File: config.mk
export PLATFORM = sky130hd
export DESIGN_NAME = l1_refill_ctrl
export DESIGN_NICKNAME = d
export VERILOG_FILES = /design/src/rtl/cache_pkg.sv /design/src/rtl/line_buffer.sv /design/src/rtl/l1_refill_ctrl.sv
export SDC_FILE = /design/constraint.sdc
export NUM_CORES = 1
export LEC_CHECK = 0
export BUFFER_PORTS_ARGS = -buffer_cell sky130_fd_sc_hd__buf_2
export CAP_MARGIN = 20
export CORE_MARGIN = 2
export CORE_UTILIZATION = 47
export CTS_BUF_LIST = sky130_fd_sc_hd__clkbuf_16
export CTS_CLUSTER_SIZE = 40
export DETAILED_ROUTE_END_ITERATION = 12
export PLACE_DENSITY = 0.86
export SETUP_SLACK_MARGIN = 0.1
export SLEW_MARGIN = 25
export SYNTH_ARGS = -nofsm -noshare
export SYNTH_HDL_FRONTEND = slang
export SYNTH_SLANG_ARGS = --single-unit
File: constraint.sdc
create_clock -name clk -period 1.75 [get_ports clk]
set_input_delay 0.2625 -clock clk [delete_from_list [all_inputs] [get_ports clk]]
set_output_delay 0.2625 -clock clk [all_outputs]
set_load 0.05 [all_outputs]
File: src/rtl/cache_pkg.sv
// cache_pkg: shared types and helpers for the L1 refill path.
// Holds the refill FSM state type and line-alignment helpers.
package cache_pkg;

    typedef enum logic [1:0] {
        IDLE,
        WB,
        FILL,
        RESP
    } state_t;

    // Defaults for a 32-bit word, 2-word line.
    localparam int BYTES_PER_WORD = 4;
    localparam int LINE_OFFSET_W  = 3;

    // Clear the low off_w bits of an address.
    function automatic logic [63:0] line_base(
        input logic [63:0] addr,
        input int          off_w
    );
        return addr & ~((64'd1 << off_w) - 64'd1);
    endfunction

endpackage

File: src/rtl/line_buffer.sv
// line_buffer: WORDS x DATA_WIDTH register file, one write port,
// full-line parallel read. Ports: clk, rst_n, we, idx, wdata, line.
module line_buffer #(
    parameter int DATA_WIDTH = 32,
    parameter int WORDS      = 2,
    parameter int IDX_W      = (WORDS > 1) ? $clog2(WORDS) : 1
) (
    input  logic                        clk,
    input  logic                        rst_n,
    input  logic                        we,
    input  logic [IDX_W-1:0]            idx,
    input  logic [DATA_WIDTH-1:0]       wdata,
    output logic [DATA_WIDTH*WORDS-1:0] line
);

    logic [DATA_WIDTH-1:0] mem [WORDS];

    always_ff @(posedge clk or negedge rst_n) begin
        if (!rst_n) begin
            for (int i = 0; i < WORDS; i++)
                mem[i] <= '0;
        end else if (we) begin
            mem[idx] <= wdata;
        end
    end

    for (genvar g = 0; g < WORDS; g++) begin : g_rd
        assign line[g*DATA_WIDTH +: DATA_WIDTH] = mem[g];
    end

endmodule

File: src/rtl/l1_refill_ctrl.sv
// l1_refill_ctrl: single-miss L1 refill controller.
// Ports: miss_* (cache request), fill_* (line return),
// mem_* (beat bus to backing memory), clk, rst_n.
module l1_refill_ctrl
    import cache_pkg::*;
#(
    parameter int ADDR_WIDTH     = 32,
    parameter int DATA_WIDTH     = 32,
    parameter int WORDS_PER_LINE = 2
) (
    input  logic                  clk,
    input  logic                  rst_n,
    input  logic                  miss_valid,
    output logic                  miss_ready,
    input  logic [ADDR_WIDTH-1:0] miss_addr,
    input  logic                  miss_dirty,
    input  logic [ADDR_WIDTH-1:0] victim_addr,
    input  logic [DATA_WIDTH*WORDS_PER_LINE-1:0] victim_data,
    output logic                  fill_valid,
    output logic [ADDR_WIDTH-1:0] fill_addr,
    output logic [DATA_WIDTH*WORDS_PER_LINE-1:0] fill_data,
    output logic                  mem_req,
    output logic                  mem_we,
    output logic [ADDR_WIDTH-1:0] mem_addr,
    output logic [DATA_WIDTH-1:0] mem_wdata,
    input  logic                  mem_ack,
    input  logic [DATA_WIDTH-1:0] mem_rdata
);

    localparam int BPW   = DATA_WIDTH / 8;
    localparam int BSH   = $clog2(BPW);
    localparam int OFF_W = $clog2(WORDS_PER_LINE) + BSH;
    localparam int CNT_W =
        (WORDS_PER_LINE > 1) ? $clog2(WORDS_PER_LINE) : 1;
    localparam int LW    = DATA_WIDTH * WORDS_PER_LINE;
    localparam logic [CNT_W-1:0] LAST =
        CNT_W'(WORDS_PER_LINE - 1);

    state_t state_q, state_d;
    logic [CNT_W-1:0] cnt_q, cnt_d, cnt_nx;

    logic [ADDR_WIDTH-1:0] mbase_q, mbase_d;
    logic [ADDR_WIDTH-1:0] vbase_q, vbase_d;
    logic [LW-1:0]         vdata_q, vdata_d;

    logic                  req_d, we_d, fv_d;
    logic [ADDR_WIDTH-1:0] addr_d, faddr_d;
    logic [DATA_WIDTH-1:0] wdata_d;
    logic [LW-1:0]         fdata_d;

    logic          buf_we;
    logic [LW-1:0] buf_line, merged;

    logic ack, last;
    logic [ADDR_WIDTH-1:0] miss_base, vic_base;

    assign ack    = mem_req && mem_ack;
    assign last   = (cnt_q == LAST);
    assign cnt_nx = cnt_q + 1'b1;

    assign miss_ready = (state_q == IDLE);

    assign miss_base = ADDR_WIDTH'(
        line_base(64'(miss_addr), OFF_W));
    assign vic_base  = ADDR_WIDTH'(
        line_base(64'(victim_addr), OFF_W));

    line_buffer #(
        .DATA_WIDTH(DATA_WIDTH),
        .WORDS     (WORDS_PER_LINE),
        .IDX_W     (CNT_W)
    ) u_buf (
        .clk  (clk),
        .rst_n(rst_n),
        .we   (buf_we),
        .idx  (cnt_q),
        .wdata(mem_rdata),
        .line (buf_line)
    );

    // Last fill beat bypasses the buffer so RESP sees a full line.
    always_comb begin
        merged = buf_line;
        merged[int'(cnt_q)*DATA_WIDTH +: DATA_WIDTH] = mem_rdata;
    end

    always_ff @(posedge clk or negedge rst_n) begin
        if (!rst_n) begin
            state_q <= IDLE;
            cnt_q   <= '0;
        end else begin
            state_q <= state_d;
            cnt_q   <= cnt_d;
        end
    end

    always_comb begin
        state_d = state_q;
        unique case (state_q)
            IDLE: if (miss_valid)
                state_d = miss_dirty ? WB : FILL;
            WB:   if (ack && last) state_d = FILL;
            FILL: if (ack && last) state_d = RESP;
            RESP: state_d = IDLE;
            default: state_d = IDLE;
        endcase
    end

    always_comb begin
        cnt_d   = cnt_q;
        mbase_d = mbase_q;
        vbase_d = vbase_q;
        vdata_d = vdata_q;
        req_d   = mem_req;
        we_d    = mem_we;
        addr_d  = mem_addr;
        wdata_d = mem_wdata;
        fv_d    = 1'b0;
        faddr_d = fill_addr;
        fdata_d = fill_data;
        buf_we  = 1'b0;
        unique case (state_q)
            IDLE: if (miss_valid) begin
                mbase_d = miss_base;
                vbase_d = vic_base;
                vdata_d = victim_data;
                cnt_d   = '0;
                req_d   = 1'b1;
                we_d    = miss_dirty;
                addr_d  = miss_dirty ? vic_base : miss_base;
                wdata_d = victim_data[DATA_WIDTH-1:0];
            end
            WB: if (ack) begin
                if (last) begin
                    cnt_d  = '0;
                    we_d   = 1'b0;
                    addr_d = mbase_q;
                end else begin
                    cnt_d   = cnt_nx;
                    addr_d  = vbase_q
                            + (ADDR_WIDTH'(cnt_nx) << BSH);
                    wdata_d = vdata_q[int'(cnt_nx)*DATA_WIDTH
                                      +: DATA_WIDTH];
                end
            end
            FILL: if (ack) begin
                buf_we = 1'b1;
                if (last) begin
                    cnt_d   = '0;
                    req_d   = 1'b0;
                    fv_d    = 1'b1;
                    faddr_d = mbase_q;
                    fdata_d = merged;
                end else begin
                    cnt_d  = cnt_nx;
                    addr_d = mbase_q
                           + (ADDR_WIDTH'(cnt_nx) << BSH);
                end
            end
            RESP: ;
            default: ;
        endcase
    end

    always_ff @(posedge clk or negedge rst_n) begin
        if (!rst_n) begin
            mbase_q    <= '0;
            vbase_q    <= '0;
            vdata_q    <= '0;
            mem_req    <= 1'b0;
            mem_we     <= 1'b0;
            mem_addr   <= '0;
            mem_wdata  <= '0;
            fill_valid <= 1'b0;
            fill_addr  <= '0;
            fill_data  <= '0;
        end else begin
            mbase_q    <= mbase_d;
            vbase_q    <= vbase_d;
            vdata_q    <= vdata_d;
            mem_req    <= req_d;
            mem_we     <= we_d;
            mem_addr   <= addr_d;
            mem_wdata  <= wdata_d;
            fill_valid <= fv_d;
            fill_addr  <= faddr_d;
            fill_data  <= fdata_d;
        end
    end

endmodule
==> impl_metrics.toml, run 1 <==
[run_status]
outcome = "finished, violations left"
failed_checks = "setup timing"

[place]
placed_cell_area_mm2 = 0.01481
detailed_place_hpwl_um = 22610
dp_slack_ps = -114.0
finalWeightedCongestion = 0.8893
numPlacedInstances = 1714
port_buffers = 317

[setup_path]
critPathCaptureType = "register"
path_common_cell = "sky130_fd_sc_hd__buf_12"
critical_path_required_ps = 2160
rrSetupSlack_ps = -190
cp.buffers_inverters = 4
slowest_delay_ps = 420
critical_path_arrival_ps = 2340
crit_type = "register to register"
cpLargestDelayFamily = "buffers and inverters"
critical-path-slowest-cell = "sky130_fd_sc_hd__dfrtp_1"
critPathLaunchType = "register"
critical_path.max_fanout = 8
timing.critical_path.cells = "inv_2 -> ha_4 -> nor2b_4 -> buf_12 -> a211oi_4 -> buf_6 -> buf_12 -> a32oi_2 -> nand3_1"

[timing]
maxSlewViolCount = 0
setup_violations = 136
worst-slew-pin-transition_ps = 542.8
final.hold.worst_slack_ps = 36.70
clock.fmax_mhz = 516.6
number_of_failing_hold_endpoints_at_the_final_stage = 0
grt_setup_unrepaired = "true"
finClkSkew_ps = 16.91
final.setup.worst_slack_ps = -185.7
timing.max_slew.rel_slack_pct = 63.81
accumulated_negative_setup_slack_ps = -8440
layout_worst_path_cycle_share_pct = 110.6
layout_min_cycle_time_ps = 1936

[clocking]
cts_max_level = 1
path_clk_slew_ps = 70
cts_tree = "yes"
cts-root-buf = "sky130_fd_sc_hd__clkbuf_16"
cts_max_path_buffers = 3
clkSinkCount = 283
worst_skew_pair_later_pin_latency_ps = 540
cts_buffers = 29

[yosys]
syn_inst = 1093
dominantRegCellSynth = "sky130_fd_sc_hd__dfrtp_1"
synth_top_cells_by_count = "sky130_fd_sc_hd__nand2_1 (316), sky130_fd_sc_hd__dfrtp_1 (283), sky130_fd_sc_hd__mux2_2 (176)"
netlist.top_cell.by_area = "sky130_fd_sc_hd__dfrtp_1"
yosys_reg_bits = 283
synth_sequential_area_ratio_pct = 57.03
synth_top_cells_by_area = "sky130_fd_sc_hd__dfrtp_1 (57%), sky130_fd_sc_hd__mux2_2 (16%), sky130_fd_sc_hd__nand2_1 (9.6%)"
avgSynthCellArea_um2 = 11.36
yosysWarnings = 0
synth_top_area_share_pct = 57.03
synthMostInstantiatedCell = "sky130_fd_sc_hd__nand2_1"
synth_enable_flop_cells = 0
ys_types = 35
ys_async_sr_fraction_pct = 100.0
synth.cell_area_mm2 = 0.01242

[floorplan]
design.portCount = 329
placement_rows = 59
initial_core_util_pct = 47.79
full_die_area_mm2 = 0.02774
fp.dieH_um = 166.5
core_region_area_mm2 = 0.02598
die_width_um = 166.5

[grt]
total_global_routing_overflow = 0
initial_antenna_violation_count = 6
grt_pass1_wl_um = 65980
grt_pass1_vias = 12030
grt_util_all_layers_pct = 29.75
largest_net_degree_at_the_start_of_global_routing = 65

[routing]
routed_wire_length_per_instance_um = 26.86
route.detailed.vias_per_inst = 6.146
antenna_left = 0
drc_errors = 0
totalWireLength_um = 53030
firstDrtPassIters = 5
drtIter0Drc = 1518
detailroute.via_count = 12130

[flow_run]
maxCapViolCount = 0

[final_layout]
fin_cells = 1974
stdcell_area_mm2 = 0.01960
multi_input_area_mm2 = 0.006332
storage_element_area_mm2 = 0.007084
final_layout_size_suffix_gt1_share_pct = 52.84
flow.area_growth_from_synthesis_pct = 57.80
nFillCells = 1450
final_nets = 1784
final_util_pct = 75.41

[power]
power.ir.vdd_worst_mv = 0.8384
total_power_mw = 13.55
p_leak_nw = 10.56
power-per-cell-area_mw_per_mm2 = 691.5

[hold_path]
min-delay-path-class = "input pin to register"
[worst register-to-register path, delay by kind of cell, from the launching register on]
| kind | cells | cell delay [ps] |
|---|---|---|
| adder cells (fa/ha/maj) | 1 | 170 |
| AO/OA/AOI/OAI | 2 | 310 |
| flip-flops | 1 | 420 |
| AND/OR/NAND/NOR | 2 | 330 |
| buffers and inverters | 4 | 570 |
[logic make-up after synthesis]
family                   Yosys count  share of synthesized area [%]
other                              1                        0.03020
flip-flops                       283                          57.03
adder cells (fa/ha/maj)            5                         0.5038
AO/OA/AOI/OAI                    107                          6.499
AND/OR/NAND/NOR                  394                          13.44
multiplexers                     210                          18.75
buffers and inverters             93                          3.748
[final cells by class]
class                           count  area share (%)
Timing Repair Buffer              573           24.70
Inverter                            5          0.2043
Sequential cell                   283           36.15
Multi-Input combinational cell    721           32.31
Antenna cell                        4         0.05108
Clock buffer                       29           3.703
Tap cell                          335           2.139
Timing Repair inverter              1          0.1022
Clock inverter                     23          0.6385
[placed cells by master, fill, tap and decap left out, types with 3 or more instances in the layout]
master	netlist	routed
sky130_fd_sc_hd__ha_4	0	3
sky130_fd_sc_hd__a221oi_1	30	19
sky130_fd_sc_hd__nor3_1	3	3
sky130_fd_sc_hd__nand3_1	32	29
sky130_fd_sc_hd__mux2_2	176	112
sky130_fd_sc_hd__buf_8	0	9
sky130_fd_sc_hd__buf_4	5	32
sky130_fd_sc_hd__dlygate4sd3_1	0	153
sky130_fd_sc_hd__nand3b_1	32	32
sky130_fd_sc_hd__nor2_1	6	4
sky130_fd_sc_hd__mux2i_1	29	29
sky130_fd_sc_hd__a32oi_1	32	15
sky130_fd_sc_hd__clkbuf_16	0	49
sky130_fd_sc_hd__a32oi_2	0	17
sky130_fd_sc_hd__a221oi_2	0	10
sky130_fd_sc_hd__clkinv_1	1	9
sky130_fd_sc_hd__nand2_1	316	146
sky130_fd_sc_hd__mux2_4	0	69
sky130_fd_sc_hd__buf_6	8	8
sky130_fd_sc_hd__buf_16	0	6
sky130_fd_sc_hd__nand3_2	0	3
sky130_fd_sc_hd__dfrtp_1	283	281
sky130_fd_sc_hd__nand2_4	0	78
sky130_fd_sc_hd__clkinv_2	0	10
sky130_fd_sc_hd__conb_1	1	5
sky130_fd_sc_hd__inv_1	4	4
sky130_fd_sc_hd__buf_12	0	30
sky130_fd_sc_hd__buf_2	30	315
sky130_fd_sc_hd__a21oi_1	31	29
sky130_fd_sc_hd__nand2_2	0	90
sky130_fd_sc_hd__diode_2	0	4
[path summary, 6_finish.rpt]
| check | startpoint | cells past startpoint | end |
|---|---|---|---|
| hold / removal | victim_addr[26] | 2 | vbase_q[26]$_DFFE_PN0P_ |
| setup reg to reg | state_q[0]$_DFFE_PN0P_ | 9 | mem_wdata[25]$_DFFE_PN0P_ |
| hold reg to reg | fill_data[29]$_DFFE_PN0P_ | 2 | fill_data[29]$_DFFE_PN0P_ |
| min in group asynchronous | rst_n | 2 | mem_wdata[7]$_DFFE_PN0P_ |
| setup / recovery | state_q[0]$_DFFE_PN0P_ | 9 | mem_wdata[25]$_DFFE_PN0P_ |
| max in group asynchronous | rst_n | 3 | u_buf.line[12]$_DFFE_PN0P_ |
[registers in the layout, summed over array words and instances (netlist names), 2 cells and up]
register and flops:
fill_data 64, mem_wdata 32, u_buf.line 32, vdata_q 32, mem_addr 30, fill_addr 29, mbase_q 29, vbase_q 29
state_q 2
[report_power, final]
group / total [mW] / switching (mW) / leakage [nW] / internal, mW
sequential: 6.62 / 0.0441 / 3.87 / 6.58
combinational: 1.07 / 0.606 / 6.25 / 0.465
clock: 5.86 / 2.72 / 0.441 / 3.14
total: 13.6 / 3.37 / 10.6 / 10.2
[metal layers]
metal | routed length (um) | track usage [%] | vias up
met5 | 10 | 0 | -
met4 | 4082 | 16.87 | 2
met3 | 4360 | 5.561 | 321
met2 | 25620 | 51.13 | 1011
met1 | 18960 | 35.16 | 5959
li1 | - | - | 4839
[what timing repair did]
| item | in CTS | in global routing |
|---|---|---|
| endpoints found under the hold margin | 221 | 0 |
| endpoints found under the setup margin | 262 | 267 |
| hold buffers | 153 | 0 |
| pin swaps | 6 | 179 |
| buffers inserted | 5 | 15 |
| resized for setup | 31 | 373 |
| gates cloned | 3 | 28 |
Note: power is estimated with default switching activity, not from simulation.
==> run 2, diff against run 1 <==
- PLACE_DENSITY: 0.86 -> unset
- PLACE_DENSITY_LB_ADDON: unset -> 0.12
- RECOVER_POWER: unset -> 25
==> impl_metrics.toml, run 2 (synthesized netlist as in run 1, its figures left out) <==
[run_status]
outcome = "finished, violations left"
failed_checks = "setup timing"

[place]
numPlacedInstances = 1711
port_buffers = 317
detailed_place_hpwl_um = 21550
finalWeightedCongestion = 0.7725
dp_slack_ps = -110.5

[clocking]
cts_max_path_buffers = 3
clkSinkCount = 283
cts_tree = "yes"
cts_buffers = 30
cts-root-buf = "sky130_fd_sc_hd__clkbuf_16"
worst_skew_pair_later_pin_latency_ps = 560
path_clk_slew_ps = 70
cts_max_level = 1

[timing]
timing.max_slew.rel_slack_pct = 23.66
maxSlewViolCount = 0
worst-slew-pin-transition_ps = 1145
number_of_failing_hold_endpoints_at_the_final_stage = 0
layout_worst_path_cycle_share_pct = 106.3
setup_violations = 97
finClkSkew_ps = 20.15
clock.fmax_mhz = 537.3
final.setup.worst_slack_ps = -111.0
grt_setup_unrepaired = "true"
layout_min_cycle_time_ps = 1861

[floorplan]
design.portCount = 329
initial_core_util_pct = 47.79
full_die_area_mm2 = 0.02774
fp.dieH_um = 166.5
die_width_um = 166.5
placement_rows = 59
core_region_area_mm2 = 0.02598

[grt]
grt_pass1_vias = 10720
largest_net_degree_at_the_start_of_global_routing = 58
grtUsageMet1_pct = 33.19
globalRouteMet2Util_pct = 42.11
grt_pass1_wl_um = 57210
total_global_routing_overflow = 0
grt_util_all_layers_pct = 25.21
initial_antenna_violation_count = 2
grt_busiest_layer = "met2"
use_met3_pct = 4.729

[setup_path]
critical_path_required_ps = 2180
rr_startpoint = "state_q[0]$_DFFE_PN0P_"
timing.critical_path.cells = "inv_2 -> ha_4 -> clkinvlp_4 -> clkbuf_16 -> a221oi_2 -> a21oi_1 -> mux2_4"
rrSetupSlack_ps = -110
critPathLaunchType = "register"
crit_type = "register to register"
reg2reg_depth = 7
r2r-end = "mem_addr[19]$_DFFE_PN0P_"
slowest_delay_ps = 410
critPathCaptureType = "register"
cp.buffers_inverters = 3
critical-path-slowest-cell = "sky130_fd_sc_hd__dfrtp_1"
cpLargestDelayFamily = "buffers and inverters"
number_of_logic_stages_on_the_critical_path_including_buffering = 7
critical_path.max_fanout = 14
critical_path_arrival_ps = 2290

[final_layout]
fin_cells = 1959
final_layout_size_suffix_gt1_share_pct = 43.46
flip_flop_count_of_the_largest_register_after_layout = 64
nFillCells = 1788
flow.area_growth_from_synthesis_pct = 50.97
layout_commonest_cell = "sky130_fd_sc_hd__buf_2"
final_cell_mix = "sky130_fd_sc_hd__buf_2 (315), sky130_fd_sc_hd__nand2_1 (297), sky130_fd_sc_hd__dfrtp_1 (281), sky130_fd_sc_hd__dlygate4sd3_1 (154), sky130_fd_sc_hd__mux2_2 (101)"
final_util_pct = 72.15
regMostFlops = "fill_data"
final_nets = 1770

[routing]
drc_errors = 0
detailroute.via_count = 10660
antenna_left = 0
route.detailed.vias_per_inst = 5.443
totalWireLength_um = 39660
routed_wire_length_per_instance_um = 20.24
firstDrtPassIters = 5
drtIter0Drc = 825

[power]
power.ir.vdd_worst_mv = 0.9286
power-per-cell-area_mw_per_mm2 = 739.1
p_leak_nw = 10.20

[hold_path]
hold_path_end = "vbase_q[7]$_DFFE_PN0P_"
hold-path-cell-count = 2
hp-start = "victim_addr[7]"
min-delay-path-class = "input pin to register"

[flow_run]
maxCapViolCount = 0
-- run 2: cell types whose count changed in the layout (fill, tap and decap cells not counted), sizes merged --
cell         change
clkinvlp         +5
diode            -2
buf             -14
bufinv           +2
clkbuf           -3
dlygate4sd3      +1
nand2            +2
clkinv           -9
inv              +2
bufbuf           +1
-- run 2: worst max path at each step --
stage / startpoint / endpoint
2_1_floorplan: state_q[0]$_DFFE_PN0P_ / mem_addr[10]$_DFFE_PN0P_
3_3_place_gp: state_q[0]$_DFFE_PN0P_ / mem_addr[13]$_DFFE_PN0P_
3_5_place_dp: state_q[1]$_DFFE_PN0P_ / mem_addr[23]$_DFFE_PN0P_
4_1_cts: state_q[1]$_DFFE_PN0P_ / mem_addr[14]$_DFFE_PN0P_
5_1_grt: state_q[0]$_DFFE_PN0P_ / state_q[0]$_DFFE_PN0P_
6_report: state_q[0]$_DFFE_PN0P_ / mem_addr[19]$_DFFE_PN0P_
-- run 2: stage by stage --
step / power, mW / area, um2 / setup TNS, ps / hold slack (ps)
after detailed placement: 7.456 / 14850 / -5109 / 186.6
after global routing: 14.31 / 18750 / -17710 / 14.17
after global placement: 7.449 / 14850 / -2254 / 186.3
after floorplan: 6.998 / 12670 / -8549 / -33.09
final: 13.86 / 18750 / -4368 / 18.94
after CTS: 13.97 / 17780 / -4108 / 4.400
-- run 2: timing repair --
item,4_1_cts,5_1_grt
gates resized for setup,47,123
pin swaps,3,17
hold buffers,154,0
hold endpoints to repair,424,0
setup buffers,7,5
cloned,7,19
setup endpoints to repair,205,285
-- run 2: worst register-to-register path, stage by stage, from the launching register on --
cell and delay, ps:
sky130_fd_sc_hd__dfrtp_1 410, sky130_fd_sc_hd__inv_2 90, sky130_fd_sc_hd__ha_4 290, sky130_fd_sc_hd__clkinvlp_4 130, sky130_fd_sc_hd__clkbuf_16 230, sky130_fd_sc_hd__a221oi_2 230
sky130_fd_sc_hd__a21oi_1 80, sky130_fd_sc_hd__mux2_4 270
-- run 2: report_power, final --
group / internal [mW] / switching (mW)
clock: 3.55 / 2.67
sequential: 6.58 / 0.0395
combinational: 0.471 / 0.548
total: 10.6 / 3.25
-- run 2: metal layers --
layer | up-vias | wire (um)
met4 | 0 | 1246
met3 | 86 | 2279
met1 | 5387 | 16620
met5 | - | 0
met2 | 379 | 19510
li1 | 4810 | -
-- run 2: layout make-up --
cell class | count | area [um2] | share of cell area [%]
sequential | 283 | 7084 | 37.79
multi-input combinational | 723 | 5668 | 30.23
timing repair buffer | 557 | 4586 | 24.46
clock buffer | 30 | 750.7 | 4.004
tap | 335 | 419.2 | 2.236
clock inverter | 24 | 205.2 | 1.095
inverter | 5 | 30.03 | 0.1602
antenna | 2 | 5.005 | 0.02670
==> run 3, diff against run 2 <==
- GPL_TIMING_DRIVEN: unset -> 0
==> impl_metrics.toml, run 3 (synthesized netlist as in run 1, its figures left out) <==
[timing]
worst-slew-pin-transition_ps = 919.3
layout_min_cycle_time_ps = 1989
final.setup.worst_slack_ps = -238.6
finClkSkew_ps = 8.246
accumulated_negative_setup_slack_ps = -11830
setup_violations = 96
maxSlewViolCount = 0
timing.max_slew.rel_slack_pct = 38.71
grt_setup_unrepaired = "true"
layout_worst_path_cycle_share_pct = 113.6
number_of_failing_hold_endpoints_at_the_final_stage = 0
clock.fmax_mhz = 502.9

[routing]
route.layer.met1.wl_um = 15730
met2_wirelength_um = 17830
drc_errors = 0
total_length_of_routed_met3_wires_um = 2267
detailroute.via_count = 10450
totalWireLength_um = 36750
drtIter0Drc = 630
antenna_left = 0
dr.max_layer_used = "met4"
route.detailed.vias_per_inst = 5.253
firstDrtPassIters = 5
routed_wire_length_per_instance_um = 18.46

[clocking]
cts_max_path_buffers = 3
cts_buffers = 29
cts-root-buf = "sky130_fd_sc_hd__clkbuf_16"
worst_skew_pair_later_pin_latency_ps = 550
clkSinkCount = 283
path_clk_slew_ps = 60
cts_tree = "yes"
cts_max_level = 1

[place]
dp_slack_ps = -628.5
port_buffers = 316
finalWeightedCongestion = 0.8427
detailed_place_hpwl_um = 24010

[setup_path]
cpLargestDelayFamily = "buffers and inverters"
cp.buffers_inverters = 5
critical_path_required_ps = 2170
crit_type = "register to register"
critical-path-slowest-cell = "sky130_fd_sc_hd__dfrtp_1"
critical_path_arrival_ps = 2410
critPathCaptureType = "register"
slowest_delay_ps = 380
path_common_cell = "sky130_fd_sc_hd__buf_12"
timing.critical_path.cells = "inv_2 -> ha_4 -> buf_6 -> nor2b_4 -> a21oi_4 -> o311ai_4 -> buf_12 -> buf_12 -> buf_12 -> mux2_4"
critPathLaunchType = "register"
critical_path.max_fanout = 5

[floorplan]
die_width_um = 166.5
core_region_area_mm2 = 0.02598
design.portCount = 329
full_die_area_mm2 = 0.02774
placement_rows = 59
initial_core_util_pct = 47.79
fp.dieH_um = 166.5

[run_status]
failed_checks = "setup timing"
outcome = "finished, violations left"

[final_layout]
flip_flop_count_of_the_largest_register_after_layout = 64
final_nets = 1801
layout_commonest_cell = "sky130_fd_sc_hd__buf_2"
regMostFlops = "fill_data"
final_layout_size_suffix_gt1_share_pct = 41.80
final_cell_mix = "sky130_fd_sc_hd__buf_2 (326), sky130_fd_sc_hd__nand2_1 (313), sky130_fd_sc_hd__dfrtp_1 (282), sky130_fd_sc_hd__dlygate4sd3_1 (154), sky130_fd_sc_hd__mux2_2 (143)"
flow.area_growth_from_synthesis_pct = 47.15

[power]
power.ir.vdd_worst_mv = 0.7943
p_leak_nw = 10.03
power-per-cell-area_mw_per_mm2 = 735.5

[hold_path]
min-delay-path-class = "input pin to register"

[grt]
grt_pass1_vias = 10560
total_global_routing_overflow = 0
grt_pass1_wl_um = 57900
initial_antenna_violation_count = 2
largest_net_degree_at_the_start_of_global_routing = 82
grt_util_all_layers_pct = 25.80

[flow_run]
maxCapViolCount = 0
run 3: cell type report:
| class | instances | area (um2) |
|---|---|---|
| repair buffers | 504 | 3643 |
| fillers | 1923 | 7711 |
| clock inverters | 24 | 158.9 |
| diodes | 2 | 5.005 |
| well taps | 335 | 419.2 |
| clock buffers | 29 | 725.7 |
| inverters | 5 | 21.27 |
| multi-input cells | 721 | 5270 |
| plain buffers | 87 | 947.2 |
| flip-flops and latches | 283 | 7083 |
run 3: final timing paths:
check,startpoint,end,slack (ps),cells after the start
min in group asynchronous,rst_n,fill_data[18]$_DFFE_PN0P_,400,2
min,victim_data[25],mem_wdata[25]$_DFFE_PN0P_,30,3
max in group asynchronous,rst_n,mem_addr[22]$_DFFE_PN0P_,140,3
max,state_q[0]$_DFFE_PN0P_,mem_addr[13]$_DFFE_PN0P_,-240,10
min reg2reg,u_buf.line[22]$_DFFE_PN0P_,fill_data[22]$_DFFE_PN0P_,460,2
max reg2reg,state_q[0]$_DFFE_PN0P_,mem_addr[13]$_DFFE_PN0P_,-240,10
run 3: where the power goes:
| part | leakage [nW] | internal (mW) | switching [mW] |
|---|---|---|---|
| registers | 3.87 | 6.58 | 0.0328 |
| clock network | 0.459 | 3.29 | 2.55 |
| logic | 5.70 | 0.453 | 0.529 |
| total | 10.0 | 10.3 | 3.12 |
run 3: worst reg2reg max path, stage by stage, from the launching register on:
cell,delay (ps)
sky130_fd_sc_hd__dfrtp_1,380
sky130_fd_sc_hd__inv_2,80
sky130_fd_sc_hd__ha_4,160
sky130_fd_sc_hd__buf_6,120
sky130_fd_sc_hd__nor2b_4,150
sky130_fd_sc_hd__a21oi_4,140
sky130_fd_sc_hd__o311ai_4,110
sky130_fd_sc_hd__buf_12,160
sky130_fd_sc_hd__buf_12,130
sky130_fd_sc_hd__buf_12,130
sky130_fd_sc_hd__mux2_4,300
run 3: what timing repair did:
action,4_1_cts,5_1_grt
hold buffers,154,0
pin swaps,17,8
endpoints found under the hold margin,244,0
setup buffers,17,8
setup endpoints to repair,283,279
gates cloned,6,0
gates resized for setup,134,59
run 3: per-layer routing:
layer | global-route usage [%] | up-vias
li1 | - | 4864
met2 | 42.85 | 345
met5 | 0 | -
met3 | 4.563 | 65
met1 | 34.98 | 5180
met4 | 7.496 | 0
run 3: metrics by stage:
| step | hold WS, ps | utilization (%) | total power [mW] | instances | cell area, um2 |
|---|---|---|---|---|---|
| 3_3_place_gp | 440.5 | 56.46 | 7.410 | 1748 | 14670 |
| 6_report | 33.74 | 70.32 | 13.44 | 1990 | 18270 |
| 3_5_place_dp | 242.4 | 56.82 | 7.440 | 1751 | 14760 |
| 2_1_floorplan | -33.09 | - | 6.998 | 1097 | 12670 |
| 4_1_cts | 8.415 | 69.19 | 13.58 | 1980 | 17980 |
| 5_1_grt | 37.19 | 70.31 | 13.91 | 1989 | 18270 |
